==> config.mk <==
export PLATFORM = sky130hd
export DESIGN_NAME = time_unit_counter_flat
export DESIGN_NICKNAME = d
export VERILOG_FILES = /design/src/rtl/time_unit_counter_pkg.sv /design/src/rtl/time_unit_counter_if.sv /design/src/rtl/time_unit_counter_bin2bcd_seq.sv /design/src/rtl/time_unit_counter.sv /design/src/flat_wrapper.sv
export SDC_FILE = /design/constraint.sdc
export NUM_CORES = 1
export LEC_CHECK = 0
export CORE_MARGIN = 1.5
export CORE_UTILIZATION = 51
export DETAILED_ROUTE_END_ITERATION = 7
export PLACE_DENSITY = 0.84
export SYNTH_ARGS = -nofsm -noshare
export SYNTH_HDL_FRONTEND = slang
export SYNTH_SLANG_ARGS = --single-unit
==> constraint.sdc <==
create_clock -name i_clk -period 2.9 [get_ports i_clk]
set_input_delay 0.87 -clock i_clk [delete_from_list [all_inputs] [get_ports i_clk]]
set_output_delay 0.87 -clock i_clk [all_outputs]
set_load 0.05 [all_outputs]
==> src/rtl/time_unit_counter_pkg.sv <==
// Shared constants and converter state type for the stopwatch time-unit counters.
package time_unit_pkg;
  localparam int CS_MAX  = 99;
  localparam int SEC_MAX = 59;
  localparam int MIN_MAX = 59;
  localparam int HR_MAX  = 23;
  localparam int BCD_W   = 4;

  typedef enum logic [1:0] {
    IDLE  = 2'd0,
    SHIFT = 2'd1,
    DONE  = 2'd2
  } bcd_state_e;
endpackage

==> src/rtl/time_unit_counter_if.sv <==
// Strobe/count bundle between the stopwatch controller (master) and one time unit (slave).
// Optional load port pair appears when TIME_UNIT_COUNTER_LOAD_EN is defined.
interface time_unit_counter_if #(parameter int WIDTH = 7);
   import time_unit_pkg::*;

   // Strobes are single-cycle qualifiers with no ready: each high cycle is one step,
   // and carry/borrow answer combinationally in that same cycle.
   logic                 i_up;
   logic                 i_down;
   logic                 i_clear;
`ifdef TIME_UNIT_COUNTER_LOAD_EN
   logic                 i_load;
   logic [WIDTH-1:0]     i_load_value;
`endif
   logic [WIDTH-1:0]     o_value;
   logic                 o_carryup;
   logic                 o_borrow;
   logic [BCD_W-1:0]     o_tens;
   logic [BCD_W-1:0]     o_ones;
   logic                 o_bcd_valid;
   bcd_state_e           bcd_state;

   modport master (
      output i_up, i_down, i_clear,
`ifdef TIME_UNIT_COUNTER_LOAD_EN
      output i_load, i_load_value,
`endif
      input  o_value, o_carryup, o_borrow, o_tens, o_ones, o_bcd_valid, bcd_state
   );

   modport slave (
      input  i_up, i_down, i_clear,
`ifdef TIME_UNIT_COUNTER_LOAD_EN
      input  i_load, i_load_value,
`endif
      output o_value, o_carryup, o_borrow, o_tens, o_ones, o_bcd_valid, bcd_state
   );
endinterface

==> src/rtl/time_unit_counter_bin2bcd_seq.sv <==
// Iterative shift-add-3 binary to two-digit BCD converter, one input bit per cycle.
module bin2bcd_seq
   import time_unit_pkg::*;
#(
   parameter int WIDTH = 7
) (
   input  logic             i_clk,
   input  logic             i_rst,
   input  logic             i_start,
   input  logic [WIDTH-1:0] i_value,
   output logic [BCD_W-1:0] o_tens,
   output logic [BCD_W-1:0] o_ones,
   output logic             o_valid,
   output bcd_state_e       o_state
);
   localparam int CNT_W = (WIDTH > 1) ? $clog2(WIDTH) : 1;

   bcd_state_e       state;
   logic [WIDTH-1:0] shreg;
   logic [CNT_W-1:0] bit_cnt;
   logic [BCD_W-1:0] tens_s;
   logic [BCD_W-1:0] ones_s;
   logic [BCD_W-1:0] tens_adj;
   logic [BCD_W-1:0] ones_adj;

   always_comb begin
      tens_adj = (tens_s >= BCD_W'(5)) ? tens_s + BCD_W'(3) : tens_s;
      ones_adj = (ones_s >= BCD_W'(5)) ? ones_s + BCD_W'(3) : ones_s;
   end

   // A start in any state restarts from the new value; old digits are kept until DONE.
   always_ff @(posedge i_clk) begin
      if (i_rst) begin
         state   <= IDLE;
         shreg   <= '0;
         bit_cnt <= '0;
         tens_s  <= '0;
         ones_s  <= '0;
         o_tens  <= '0;
         o_ones  <= '0;
         o_valid <= 1'b1;
      end else if (i_start) begin
         state   <= SHIFT;
         shreg   <= i_value;
         bit_cnt <= CNT_W'(WIDTH - 1);
         tens_s  <= '0;
         ones_s  <= '0;
         o_valid <= 1'b0;
      end else begin
         case (state)
            IDLE: ;
            SHIFT: begin
               tens_s <= {tens_adj[BCD_W-2:0], ones_adj[BCD_W-1]};
               ones_s <= {ones_adj[BCD_W-2:0], shreg[bit_cnt]};
               if (bit_cnt == '0) state <= DONE;
               else               bit_cnt <= bit_cnt - 1'b1;
            end
            DONE: begin
               o_tens  <= tens_s;
               o_ones  <= ones_s;
               o_valid <= 1'b1;
               state   <= IDLE;
            end
            default: state <= IDLE;
         endcase
      end
   end

   assign o_state = state;
endmodule

==> src/rtl/time_unit_counter.sv <==
// Modulo-(MAX+1) up/down time-unit counter with combinational carry/borrow and BCD readout.
// Build option: TIME_UNIT_COUNTER_LOAD_EN adds a clamped parallel load.
module time_unit_counter
   import time_unit_pkg::*;
#(
   parameter int MAX   = 59,
   parameter int WIDTH = 7
) (
   input  logic          i_clk,
   input  logic          i_rst,
   time_unit_counter_if.slave bus
);
   localparam logic [WIDTH-1:0] MAX_V   = WIDTH'(MAX);
   localparam logic [WIDTH-1:0] MAX_M1  = WIDTH'(MAX - 1);

   logic [WIDTH-1:0] value;
   logic [WIDTH-1:0] value_next;
   logic             carry;
   logic             borrow;
   logic             start;

   // Earlier branches win, so carry/borrow are naturally gated by clear and load.
   always_comb begin
      value_next = value;
      carry      = 1'b0;
      borrow     = 1'b0;
      if (bus.i_clear) begin
         value_next = '0;
`ifdef TIME_UNIT_COUNTER_LOAD_EN
      end else if (bus.i_load) begin
         value_next = (bus.i_load_value > MAX_V) ? MAX_V : bus.i_load_value;
`endif
      end else if (bus.i_up && !bus.i_down) begin
         if (value >= MAX_V) begin
            value_next = '0;
            carry      = 1'b1;
         end else begin
            value_next = value + 1'b1;
         end
      end else if (bus.i_down && !bus.i_up) begin
         if (value == '0) begin
            value_next = MAX_V;
            borrow     = 1'b1;
         end else if (value > MAX_V) begin
            value_next = MAX_M1;
         end else begin
            value_next = value - 1'b1;
         end
      end
   end

   always_ff @(posedge i_clk) begin
      if (i_rst) value <= '0;
      else       value <= value_next;
   end

   assign start = (value_next != value);

   bin2bcd_seq #(.WIDTH(WIDTH)) u_bcd (
      .i_clk   (i_clk),
      .i_rst   (i_rst),
      .i_start (start),
      .i_value (value_next),
      .o_tens  (bus.o_tens),
      .o_ones  (bus.o_ones),
      .o_valid (bus.o_bcd_valid),
      .o_state (bus.bcd_state)
   );

   assign bus.o_value   = value;
   assign bus.o_carryup = carry;
   assign bus.o_borrow  = borrow;
endmodule

==> src/flat_wrapper.sv <==
// flat-port wrapper written by rule: the top's interface ports become plain ports
module time_unit_counter_flat import time_unit_pkg::*;
#(
   parameter int MAX   = 59,
   parameter int WIDTH = 7
)
  (i_clk, i_rst, bus_i_up, bus_i_down, bus_i_clear, bus_o_value, bus_o_carryup, bus_o_borrow, bus_o_tens, bus_o_ones, bus_o_bcd_valid, bus_bcd_state);
  time_unit_counter_if #(.WIDTH(WIDTH)) bus_i ();
  input  logic i_clk;
  input  logic i_rst;
  input wire logic [$bits(bus_i.i_up)-1:0] bus_i_up;
  input wire logic [$bits(bus_i.i_down)-1:0] bus_i_down;
  input wire logic [$bits(bus_i.i_clear)-1:0] bus_i_clear;
  output wire logic [$bits(bus_i.o_value)-1:0] bus_o_value;
  output wire logic [$bits(bus_i.o_carryup)-1:0] bus_o_carryup;
  output wire logic [$bits(bus_i.o_borrow)-1:0] bus_o_borrow;
  output wire logic [$bits(bus_i.o_tens)-1:0] bus_o_tens;
  output wire logic [$bits(bus_i.o_ones)-1:0] bus_o_ones;
  output wire logic [$bits(bus_i.o_bcd_valid)-1:0] bus_o_bcd_valid;
  output wire logic [$bits(bus_i.bcd_state)-1:0] bus_bcd_state;
  assign bus_i.i_up = bus_i_up;
  assign bus_i.i_down = bus_i_down;
  assign bus_i.i_clear = bus_i_clear;
  assign bus_o_value = bus_i.o_value;
  assign bus_o_carryup = bus_i.o_carryup;
  assign bus_o_borrow = bus_i.o_borrow;
  assign bus_o_tens = bus_i.o_tens;
  assign bus_o_ones = bus_i.o_ones;
  assign bus_o_bcd_valid = bus_i.o_bcd_valid;
  assign bus_bcd_state = bus_i.bcd_state;
  time_unit_counter #(.MAX(MAX), .WIDTH(WIDTH)) u_core (.i_clk(i_clk), .i_rst(i_rst), .bus(bus_i));
endmodule
==> flow_summary_export.csv <==
group,metric,value,unit
timing,fin_worst_skew,0.004997,ns
global_routing,antenna_found_initial,0,
floorplanning,initial_core_util,54.42,%
cells_and_area,antenna_cells,0,
place,portBuffers,24,
worst_setup_path,critical_path_buf_inv_count,3,
logic_synthesis,synthTopCellsByCount,"dfxtp_1 (36), a21oi_1 (23), o21ai_0 (19), nor2_1 (18), inv_1 (16)",
timing,tightest_slew,0.5366,ns
place,dp_slack,-0.5463,ns
worst_setup_path,critPathLaunch,"u_core.bus.o_value[0]$_SDFF_PP0_",
logic_synthesis,synth_edf_count,0,
worst_setup_path,worstSetupStartpointType,"register",
logic_synthesis,synth_most_common_cell,"dfxtp_1",
cells_and_area,nFillCells,325,
logic_synthesis,synth_area_per_cell,8.204,µm²
floorplanning,core,4115,µm²
floorplanning,fp.dieArea,4798,µm²
timing,holdWs,0.4726,ns
place,post_dp_cell_area,2867,µm²
floorplanning,pin_count,25,
worst_setup_path,cp.arrival,3.01,ns
logic_synthesis,synth_area,2240,µm²
worst_setup_path,max_stage_delay,0.51,ns
cts,clk_latency,0.28,ns
logic_synthesis,yosysWarnings,0,
cts,root_buffer,"clkbuf_8",
global_routing,grt_use_total,26.04,%
worst_setup_path,end_kind,"register",
worst_setup_path,r2r.worst_path.cells,11,
logic_synthesis,synth_top_cell_area_share,32.18,%
cts,cts_inserted_buffers,5,
timing,setup_slack,0.05840,ns
worst_setup_path,r2r_start,"u_core.bus.o_value[0]$_SDFF_PP0_",
cells_and_area,fin_util,74.22,%
logic_synthesis,syn-num-nets,287,
cells_and_area,design_area,3054,µm²
logic_synthesis,syn_inst,273,
worst_setup_path,cp_cell_sequence,"inv_4 -> ha_4 -> or4b_4 -> o311ai_1 -> or4b_4 -> nor4_4 -> nand3_2 -> buf_6 -> buf_4 -> o21ai_0 -> a21oi_2",
power_and_ir_drop,total_power,1.261,mW
worst_setup_path,slowest_stage,"or4b_4",
drt,via_per_inst,6.042,
timing,finalHoldViolations,0,
drt,routed_wl,6391,µm
cells_and_area,area_growth,36.37,%
drt,dr.pass1.iters,5,
power_and_ir_drop,p_per_area,412.9,nW/µm²
worst_setup_path,r2r_end,"u_core.u_bcd.o_ones[3]$_SDFFE_PP0P_",
logic_synthesis,ys_seq_area_share,32.18,%
logic_synthesis,yosys_register_bits,36,
worst_setup_path,ff2ff_setup_slack,0.06,ns
place,dp_hpwl,4426,µm
timing,setup_viol,0,
worst_setup_path,path_depth,11,
drt,vias,2326,
worst_hold_path,min_path_type,"register to register",
cts,clk_pin_slew,0.07,ns
place,place.gp.congestion,0.9100,
status,status,"finished, final reports clean",
logic_synthesis,synthFlopType,"dfxtp_1",
cells_and_area,nNetsFinal,349,
worst_setup_path,endpoint,"u_core.u_bcd.o_ones[3]$_SDFFE_PP0P_",
power_and_ir_drop,ir_worst_vdd,398.1,µV
drt,remaining_drc_errors,0,
worst_setup_path,crit_type,"register to register",
logic_synthesis,postSynth.asyncResetShare,0,%
cts,tritoncts,"done",
floorplanning,rows,23,
global_routing,grt_pass1_vias,2153,
worst_setup_path,crit_family,"simple AND/OR/NAND/NOR gates",
floorplanning,die_w,69.27,µm
global_routing,grt_max_degree,18,
worst_setup_path,critPathMaxFanout,7,
timing,max_freq,351.9,MHz
floorplanning,die_h,69.27,µm
worst_setup_path,worstPathRequired,3.07,ns
drt,avgRoutedWirePerCell,16.60,µm
timing,fin_crit,2.842,ns
logic_synthesis,ys_types,58,
timing,max-slew-margin-rel,64.11,%
drt,ant_nets,0,
cts,cts-htree-levels,2,
cells_and_area,drive_above_1_share,25.97,%
cts,clock_path_buffers,2,
power_and_ir_drop,leakage,1.204,nW
timing,post-route-period-util,97.99,%
logic_synthesis,yosys.area.top_type,"dfxtp_1",
worst_setup_path,crit_top_cell,"or4b_4",
drt,drtIter0Drc,183,
cts,cts_sinks,36,
global_routing,grt_overflow_total,0,
global_routing,grt_pass1_wl,10290,µm
timing,drv_slew,0,
flow_run,drv_cap,0,
logic_synthesis,synthTopCellsByArea,"dfxtp_1 (32%), a21oi_1 (5.1%), ha_1 (5.0%)",
==> layer usage <==
layer	vias to the layer above	track usage, %	wire, µm
li1	1137	-	-
met1	1111	36.53	2884
met2	68	42.41	3085
met3	10	4.651	344
met4	0	4.575	77
met5	-	0	0
==> repair_timing <==
| item | in CTS | in global routing |
|---|---|---|
| endpoints found under the hold margin | 0 | 0 |
| gates resized for setup | 11 | 11 |
| cloned | 0 | 1 |
| pin swaps | 5 | 4 |
| setup buffers | 3 | 1 |
| hold buffers | 0 | 0 |
| setup endpoints to repair | 32 | 25 |
==> worst min path at each step <==
stage,startpoint,to,cells past startpoint
after floorplan,u_core.u_bcd.shreg[2]$_SDFFE_PP0P_,u_core.u_bcd.shreg[2]$_SDFFE_PP0P_,1
after global placement,u_core.u_bcd.shreg[2]$_SDFFE_PP0P_,u_core.u_bcd.shreg[2]$_SDFFE_PP0P_,1
after detailed placement,u_core.u_bcd.o_ones[2]$_SDFFE_PP0P_,u_core.u_bcd.o_ones[2]$_SDFFE_PP0P_,2
after CTS,u_core.u_bcd.o_ones[2]$_SDFFE_PP0P_,u_core.u_bcd.o_ones[2]$_SDFFE_PP0P_,2
after global routing,u_core.u_bcd.o_tens[3]$_SDFFE_PP0P_,u_core.u_bcd.o_tens[3]$_SDFFE_PP0P_,2
final,u_core.u_bcd.o_ones[2]$_SDFFE_PP0P_,u_core.u_bcd.o_ones[2]$_SDFFE_PP0P_,2
==> sequential cells by signal, summed over array words and instances, names as in the netlist <==
name                  count
u_core.u_bcd.o_tens       4
u_core.u_bcd.bit_cnt      3
u_core.u_bcd.ones_s       4
u_core.u_bcd.o_state      2
u_core.u_bcd.o_valid      1
u_core.bus.o_value        7
u_core.u_bcd.shreg        7
u_core.u_bcd.o_ones       4
u_core.u_bcd.tens_s       4
==> cell usage in the layout (no fill, tap or decap), types with 4 or more instances in the layout <==
master            n
a211oi_1          5
a21oi_1          21
and3_1            5
buf_4            45
clkbuf_8          5
clkdlybuf4s50_1  19
dfxtp_1          34
ha_1              8
inv_1            14
nand2_1           6
nand2b_1          9
nand3_1           7
nor2_1           17
nor2b_1           6
nor3_1           12
o21ai_0          18
o22a_1            5
or3_1             9
xnor2_1           4
==> per-stage QoR <==
step | setup TNS [ns] | instances
global route | -0.1454 | 385
global placement | -13.55 | 373
CTS | -0.01064 | 383
floorplan | -0.5022 | 273
detailed placement | -13.91 | 373
finish | 0 | 385
==> cell type report <==
class	count	area [µm²]	share of cell area, %
repair buffers	71	620.6	20.32
flip-flops and latches	36	728.2	23.84
inverters	16	65.06	2.130
clock buffers	6	72.57	2.376
clock inverters	1	5.005	0.1639
multi-input cells	205	1500	49.12
well taps	50	62.56	2.048
==> report_power, final <==
part	internal [mW]	switching (mW)
Sequential	0.520	0.0216
Clock	0.163	0.165
Combinational	0.174	0.217
==> logic make-up (layout without fill, tap and decap cells) <==
group / Yosys count / count (layout) / synth area share (%)
compound gates: 87 / 87 / 26.15
xor+xnor: 6 / 6 / 2.346
fa+ha+maj: 9 / 9 / 5.028
buf+inv: 33 / 94 / 5.921
flops: 36 / 36 / 32.18
mux: 5 / 5 / 2.905
simple gates: 97 / 98 / 25.47
==> worst register-to-register path, stage by stage (launching register included) <==
cell	delay (ns)
dfxtp_4	0.35
inv_4	0.06
ha_4	0.11
or4b_4	0.47
o311ai_1	0.21
or4b_4	0.51
nor4_4	0.18
nand3_2	0.19
buf_6	0.19
buf_4	0.13
o21ai_0	0.24
a21oi_2	0.09
No activity file was read; power rests on OpenSTA's default activity.
